$ cat config.mk
export PLATFORM = sky130hd
export DESIGN_NAME = wb_load_unit
export DESIGN_NICKNAME = d
export VERILOG_FILES = /design/src/rtl/wb_load_unit.sv
export SDC_FILE = /design/constraint.sdc
export NUM_CORES = 1
export LEC_CHECK = 0
export BUFFER_PORTS_ARGS = -buffer_cell sky130_fd_sc_hd__buf_2
export CAP_MARGIN = 20
export CORE_MARGIN = 4
export CORE_UTILIZATION = 58
export DETAILED_ROUTE_END_ITERATION = 8
export PLACE_DENSITY = 0.86
export SYNTH_ARGS = -nofsm -noshare
export SYNTH_HDL_FRONTEND = slang
export SYNTH_SLANG_ARGS = --single-unit
$ cat constraint.sdc
create_clock -name clk_i -period 3.2 [get_ports clk_i]
set_input_delay 0.64 -clock clk_i [delete_from_list [all_inputs] [get_ports clk_i]]
set_output_delay 0.64 -clock clk_i [all_outputs]
set_load 0.05 [all_outputs]
$ cat src/rtl/wb_load_unit.sv
// Write-back / load unit in front of the register file.
// One instruction in flight. Non-loads write back one cycle after accept.
// Loads issue a word read, wait for the data, then align and extend it
// before the single write-back cycle.
//
// state  | meaning
// -------+-----------------------------------------------------------
// S_IDLE | ready for a new instruction
// S_REQ  | word read request held on mem_read_o until accepted
// S_WAIT | waiting for read data, mem_rdata_ready_o high
// S_WB   | register file write for one cycle (suppressed when rd == 0)
module wb_load_unit #(
   parameter int DATA_WIDTH = 32,
   parameter int ADDR_WIDTH = 5
) (
   input  logic                  clk_i,
   input  logic                  rst_ni,
   input  logic                  in_valid_i,
   output logic                  in_ready_o,
   input  logic [ADDR_WIDTH-1:0] in_rd_i,
   input  logic [DATA_WIDTH-1:0] in_result_i,
   input  logic                  in_is_load_i,
   input  logic [2:0]            in_load_type_i,
   input  logic [DATA_WIDTH-1:0] in_rt_data_i,
   output logic [DATA_WIDTH-1:0] mem_addr_o,
   output logic                  mem_read_o,
   input  logic                  mem_req_ready_i,
   input  logic [DATA_WIDTH-1:0] mem_rdata_i,
   input  logic                  mem_rdata_valid_i,
   output logic                  mem_rdata_ready_o,
   output logic                  rf_wen_o,
   output logic [ADDR_WIDTH-1:0] rf_waddr_o,
   output logic [DATA_WIDTH-1:0] rf_wdata_o
);

   typedef enum logic [1:0] {
      S_IDLE = 2'd0,
      S_REQ  = 2'd1,
      S_WAIT = 2'd2,
      S_WB   = 2'd3
   } state_t;

   localparam logic [2:0] LT_LB  = 3'b000;
   localparam logic [2:0] LT_LH  = 3'b001;
   localparam logic [2:0] LT_LWL = 3'b010;
   localparam logic [2:0] LT_LBU = 3'b100;
   localparam logic [2:0] LT_LHU = 3'b101;
   localparam logic [2:0] LT_LWR = 3'b110;

   state_t                state_q, state_d;
   logic [ADDR_WIDTH-1:0] rd_q, rd_d;
   logic [DATA_WIDTH-1:0] addr_q, addr_d;
   logic [2:0]            ltype_q, ltype_d;
   logic [DATA_WIDTH-1:0] rt_q, rt_d;
   logic [DATA_WIDTH-1:0] wdata_q, wdata_d;

   logic [1:0]            off;
   logic [4:0]            sh_l;
   logic [4:0]            sh_r;
   logic [7:0]            byte_sel;
   logic [15:0]           half_sel;
   logic [DATA_WIDTH-1:0] aligned;

   // Byte-lane selection and LWL/LWR merge of the returned word with old rt.
   // LWL shifts the word up by (3-off) bytes keeping the low rt bytes;
   // LWR shifts it down by off bytes keeping the high rt bytes.
   always_comb begin
      off      = addr_q[1:0];
      sh_l     = {2'd3 - off, 3'b000};
      sh_r     = {off, 3'b000};
      byte_sel = mem_rdata_i[{off, 3'b000} +: 8];
      half_sel = mem_rdata_i[{off[1], 4'b0000} +: 16];
      case (ltype_q)
         LT_LB:   aligned = {{24{byte_sel[7]}}, byte_sel};
         LT_LBU:  aligned = {24'h0, byte_sel};
         LT_LH:   aligned = {{16{half_sel[15]}}, half_sel};
         LT_LHU:  aligned = {16'h0, half_sel};
         LT_LWL:  aligned = (mem_rdata_i << sh_l) | (rt_q & ~(32'hFFFF_FFFF << sh_l));
         LT_LWR:  aligned = (mem_rdata_i >> sh_r) | (rt_q & ~(32'hFFFF_FFFF >> sh_r));
         default: aligned = mem_rdata_i;   // LW, and 111 behaves as LW
      endcase
   end

   // Next-state and capture of the accepted instruction / load result.
   always_comb begin
      state_d = state_q;
      rd_d    = rd_q;
      addr_d  = addr_q;
      ltype_d = ltype_q;
      rt_d    = rt_q;
      wdata_d = wdata_q;
      case (state_q)
         S_IDLE: begin
            if (in_valid_i) begin
               rd_d    = in_rd_i;
               addr_d  = in_result_i;
               ltype_d = in_load_type_i;
               rt_d    = in_rt_data_i;
               if (in_is_load_i) begin
                  state_d = S_REQ;
               end else begin
                  wdata_d = in_result_i;
                  state_d = S_WB;
               end
            end
         end
         S_REQ: begin
            if (mem_req_ready_i) state_d = S_WAIT;
         end
         S_WAIT: begin
            if (mem_rdata_valid_i) begin
               wdata_d = aligned;
               state_d = S_WB;
            end
         end
         S_WB: begin
            state_d = S_IDLE;
         end
         default: state_d = S_IDLE;
      endcase
   end

   // State and datapath registers; reset abandons any transaction in flight.
   always_ff @(posedge clk_i or negedge rst_ni) begin
      if (!rst_ni) begin
         state_q <= S_IDLE;
         rd_q    <= '0;
         addr_q  <= '0;
         ltype_q <= '0;
         rt_q    <= '0;
         wdata_q <= '0;
      end else begin
         state_q <= state_d;
         rd_q    <= rd_d;
         addr_q  <= addr_d;
         ltype_q <= ltype_d;
         rt_q    <= rt_d;
         wdata_q <= wdata_d;
      end
   end

   // Handshake and write-port outputs decoded from registered state only.
   always_comb begin
      in_ready_o        = (state_q == S_IDLE);
      mem_read_o        = (state_q == S_REQ);
      mem_rdata_ready_o = (state_q == S_WAIT);
      rf_wen_o          = (state_q == S_WB) && (rd_q != '0);
      mem_addr_o        = {addr_q[DATA_WIDTH-1:2], 2'b00};
      rf_waddr_o        = rd_q;
      rf_wdata_o        = wdata_q;
   end

endmodule
Word-level counts from Yosys, hierarchy flattened --
Cells that the tools add are included.
Operators by class: multiplexer cells 10, shift-type cells 6, add/sub/neg operators 1, bitwise operators 6, equality and inequality tests 12, reductions and logical operators 8
Operators with widths (count):
- $pmux W32 S6 | 1
- $mux W32 | 3
- $and A32 B32 Y32 | 2
- $not A32 Y32 | 2
- $or A32 B32 Y32 | 2
- $pmux W32 S2 | 1
- $shiftx A32 B6 Y16 | 1
- $shiftx A32 B6 Y8 | 1
- $shl A32 B5 Y32 | 1
- $shl A32 B5 Y32 const A | 1
- $shr A32 B5 Y32 | 1
- $shr A32 B5 Y32 const A | 1
- $eq A3 B3 Y1 const B | 3
- $mux W2 | 4
- $pmux W2 S4 | 1
- $ne A2 B2 Y1 const B | 3
- $reduce_bool A5 Y1 | 1
- $eq A2 B2 Y1 const B | 2
- $reduce_and A4 Y1 | 1
- $eq A3 B1 Y1 const B | 1
- $eq A3 B2 Y1 const B | 1
- $logic_not A3 Y1 | 1
- $reduce_and A3 Y1 | 1
- $eq A2 B1 Y1 const B | 1
- other kinds (6) | 6
Word-level totals: output and inout bits 73, bits in registers 106, bits of input ports 110, word-level logic and storage cells 49

Logic depth before layout (Yosys ltp) --
depth after elaboration 8, depth in mapped cells 8, gate-level depth less buffers 6

Least setup slack after synthesis --
OpenSTA, ideal clock, no wires.
kind reg-to-reg, from register state_q[0], to register wdata_q[3] (netlist: rf_wdata_o[3]), required time 3.060 ns, arrival time 2.229 ns, stages on the path, launching flop included 9, clock period less this slack 2.369 ns, path slack 0.831 ns, library setup time 0.140 ns, path buffers 2, cells stage by stage dfrtp_1 -> inv_1 -> ha_1 -> buf_2 -> mux2_2 -> a21bo_2 -> buf_2 -> a2111oi_0 -> a211oi_1
On the way: longest elaborated chain between the ends 3, elaborated cells between the ends (all ways) 8, classes of those cells eq/ne: 4; mux: 1; reduce/logical: 3
RTL lines:
- start: declaration | RTL line 50 | state_t state_q, state_d;
- start signal: assignment | RTL line 133 | state_q <= state_d;
- $logic_not A2 Y1 (*)
- via in_ready_o | RTL line 19 | output logic in_ready_o,
- $ne A2 B2 Y1 (no source line) / $reduce_bool A2 Y1 (equally long branches)
- $reduce_and A4 Y1 (no source line)
- end signal: assignment | RTL line 138 | wdata_q <= wdata_d;
- end: declaration | RTL line 55 | logic [DATA_WIDTH-1:0] wdata_q, wdata_d;
The timed path passes the listed nets; every way through them passes the cells marked *. A chain may end at the register's enable or synchronous reset.

Worst setup path in the final report --
from register state_q[0], to register wdata_q[20] (netlist: rf_wdata_o[20])
On the way: longest elaborated chain between the ends 3, elaborated cells between the ends (all ways) 8, classes of those cells eq/ne: 4; mux: 1; reduce/logical: 3
RTL lines:
- $eq A2 B2 Y1 / $logic_not A2 Y1 (equally long branches) | RTL line 92 | case (state_q)
- $ne A2 B2 Y1 (no source line) / $reduce_bool A2 Y1 (equally long branches)
- $reduce_and A4 Y1 (no source line)
Parallel ways exist; a longest one is shown, timed or not.

==> out/metrics.yaml <==
sta:
  min_period_ns: 2.79
  setup_viol: 0
  worst_slew_pin_slew_ns: 0.888
  clock.fmax_mhz: 358
  finalCritPeriodShare: 0.873
  fin_setup_tns_ns: 0
  drv_slew: 0
  hold_viol: 0
  rsz0062_at_grt: "no"
  fin_skew_ns: 0.00966
  whs_ns: 0.302
  slew_headroom: 0.408
  setup_slack_ns: 0.406
critical_path:
  crit_fanout: 61
  r2r_cells: 7
  startpoint_type: "flip-flop"
  critPathTopFamily: "simple AND/OR/NAND/NOR gates"
  crit_type: "flip-flop to flip-flop"
  max_stage_delay_ns: 0.73
  cp-end-kind: "flip-flop"
  arrival_ns: 2.99
  cp_num_buf_inv: 2
  crit_chain: "inv_1 > ha_2 > buf_4 > nand3_1 > o22a_1 > mux2i_1 > a31oi_1"
  cpMaxStageDelayCell: "nand3_1"
  cp_data_required_time_ns: 3.40
  reg2reg_slack_ns: 0.41
  reg2reg_from: "state_q[0]$_DFFE_PN0P_"
  r2r-end: "rf_wdata_o[20]$_DFFE_PN0P_"
synth:
  yosysWarningCount: 0
  yosys-mux-area-fraction: 0.232
  syn_area_per_cell_sq_um: 10.4
  synthArstFlopShare: 1.00
  synth_fa_ha_area_frac: 0.00723
  ys_seq_area_frac: 0.383
  netlist_area_sq_um: 6930
  synth.distinct_cells: 51
  netlist_instances: 665
  synth_edf_count: 0
  synth_top_family_by_area: "multiplexers"
  synthXorXnorAreaFrac: 0
  synthSimpleGateAreaFrac: 0.0970
  synth_compound_gate_area_share: 0.195
  synth_ff_type: "dfrtp_1"
  ys_ff_latch: 106
floorplan:
  fp.dieH_um: 117
  core_area_sq_um: 11600
  rows: 39
  num_io_pins: 183
  start_util: 0.599
  die_x_um: 117
  die_area_sq_um: 13800
power_and_ir_drop:
  p_leak_nw: 3.58
  power_per_cell_area_nw_per_um2: 1260
  clkPwrFrac: 0.126
  peakVddDrop_v: 0.000923
  comb_power_share: 0.613
  switching_share: 0.509
  p_switching_w: 0.00514
  internal_power_w: 0.00496
  seq_power_share: 0.261
final_layout:
  area_delta_synth_final_pct: 15.5
  fin_util: 0.692
  antenna_cells: 0
  nets: 893
  drive_gt1_frac: 0.406
drt:
  dr.pass1.iters: 5
  antenna_left: 0
  drc: 0
  vias_per_cell: 6.59
  wl_mm: 21.3
  vias: 6112
  initialDrtViolationCount: 737
  routedWlPerCell_um: 22.9
cts:
  postCtsHoldBufs: 0
  h-tree-depth: 3
  cts-resized-gates: 0
  post-cts-setup-buffer-count: 0
  clk_latency_ns: 0.36
  path_clk_slew_ns: 0.07
  cts_made_buffers: 9
  cts-root-buf: "clkbuf_16"
  cts.path.max_buffers: 2
  clock_sinks: 106
  cts_tree: "yes"
grt:
  gr-total-overflow: 0
  grt_max_degree: 62
  grt_pass1_vias: 6216
  grtUsageTotal: 0.312
  grt_first_pass_wirelength_mm: 32.7
  antenna_found_initial: 0
place:
  dp_slack_ns: 0.473
  dp_hpwl_mm: 15.3
  place.gp.congestion: 0.933
  portBuffers: 180
min_path:
  holdCritPathClass: "input pin to async pin"
run:
  maxCapViolCount: 0
run_status:
  status: "finished clean"
-- cells by family after synthesis --
kind of cell             after synthesis
AND/OR/NAND/NOR                      137
AO/OA/AOI/OAI                        173
buffers and inverters                113
multiplexers                         131
adder cells (fa/ha/maj)                4
flip-flops                           106
other                                  1
-- per-stage QoR --
stage               instance area [sq um]  total power, W  std cells
floorplan                            6930         0.00754        666
global placement                     7660         0.00854        911
detailed placement                   7660         0.00875        911
CTS                                  8000          0.0101        927
global route                         8000          0.0106        927
finish                               8000          0.0101        927
-- cell usage in the layout, fill, tap and decap left out, types with 9 or more instances in the layout --
cell type  instances
mux2i_1           47
nor2b_1           19
nor2_1            36
buf_2            179
buf_4             10
a22oi_1           16
mux4_2            17
dfrtp_1          104
nand2b_1          11
a21oi_1           10
nand2_1           43
o21ai_0           20
o221ai_1          16
inv_1             23
clkbuf_16          9
o211ai_1          22
a211oi_1          18
mux2_2            67
-- worst max path at each step --
stage	from	slack (ns)	cells past startpoint	to
after CTS	state_q[0]$_DFFE_PN0P_	0.48	7	rf_wdata_o[20]$_DFFE_PN0P_
after floorplan	state_q[0]$_DFFE_PN0P_	0.83	8	rf_wdata_o[3]$_DFFE_PN0P_
final	state_q[0]$_DFFE_PN0P_	0.41	7	rf_wdata_o[20]$_DFFE_PN0P_
after detailed placement	state_q[0]$_DFFE_PN0P_	0.47	7	rf_wdata_o[18]$_DFFE_PN0P_
after global placement	state_q[0]$_DFFE_PN0P_	0.63	7	rf_wdata_o[20]$_DFFE_PN0P_
after global routing	state_q[0]$_DFFE_PN0P_	0.25	7	rf_wdata_o[20]$_DFFE_PN0P_
-- metal layers --
| metal | part of all wire | track usage |
|---|---|---|
| met1 | 0.39 | 0.405 |
| met2 | 0.47 | 0.501 |
| met3 | 0.10 | 0.0648 |
| met4 | 0.037 | 0.144 |
| met5 | 0 | 0 |
-- flip-flops by register name, indices dropped and copies added (netlist names) --
register	count
addr_q	32
ltype_q	3
rf_waddr_o	5
rf_wdata_o	32
rt_q	32
state_q	2
-- layout make-up --
| type | instances | area, sq um |
|---|---|---|
| well taps | 143 | 179 |
| clock inverters | 6 | 113 |
| inverters | 23 | 86.3 |
| multi-input cells | 447 | 3710 |
| repair buffers | 192 | 1030 |
| flip-flops and latches | 106 | 2660 |
| fillers | 876 | 3560 |
| clock buffers | 10 | 229 |
-- power groups by stage --
stage / logic [W] / clock network (W) / registers [W]
finish: 0.00619 / 0.00128 / 0.00263
global route: 0.00658 / 0.00135 / 0.00271
CTS: 0.00616 / 0.00129 / 0.00262
detailed placement: 0.00612 / 0 / 0.00264
global placement: 0.00595 / 0 / 0.00259
floorplan: 0.00437 / 0 / 0.00318
-- cell usage after synthesis, types with 10 or more instances --
library cell	number	area share
a211oi_1	18	0.020
a21oi_1	10	0.0072
a22oi_1	16	0.017
buf_1	10	0.0054
buf_2	23	0.017
buf_4	36	0.039
clkbuf_1	20	0.011
dfrtp_1	106	0.38
inv_1	23	0.012
mux2_2	67	0.11
mux2i_1	47	0.068
mux4_2	17	0.055
nand2_1	44	0.024
nand2b_1	11	0.0099
nor2_1	36	0.020
nor2b_1	19	0.017
o211ai_1	22	0.024
o21ai_0	20	0.014
o221ai_1	16	0.020
Note: power is estimated with default switching activity, not from simulation.
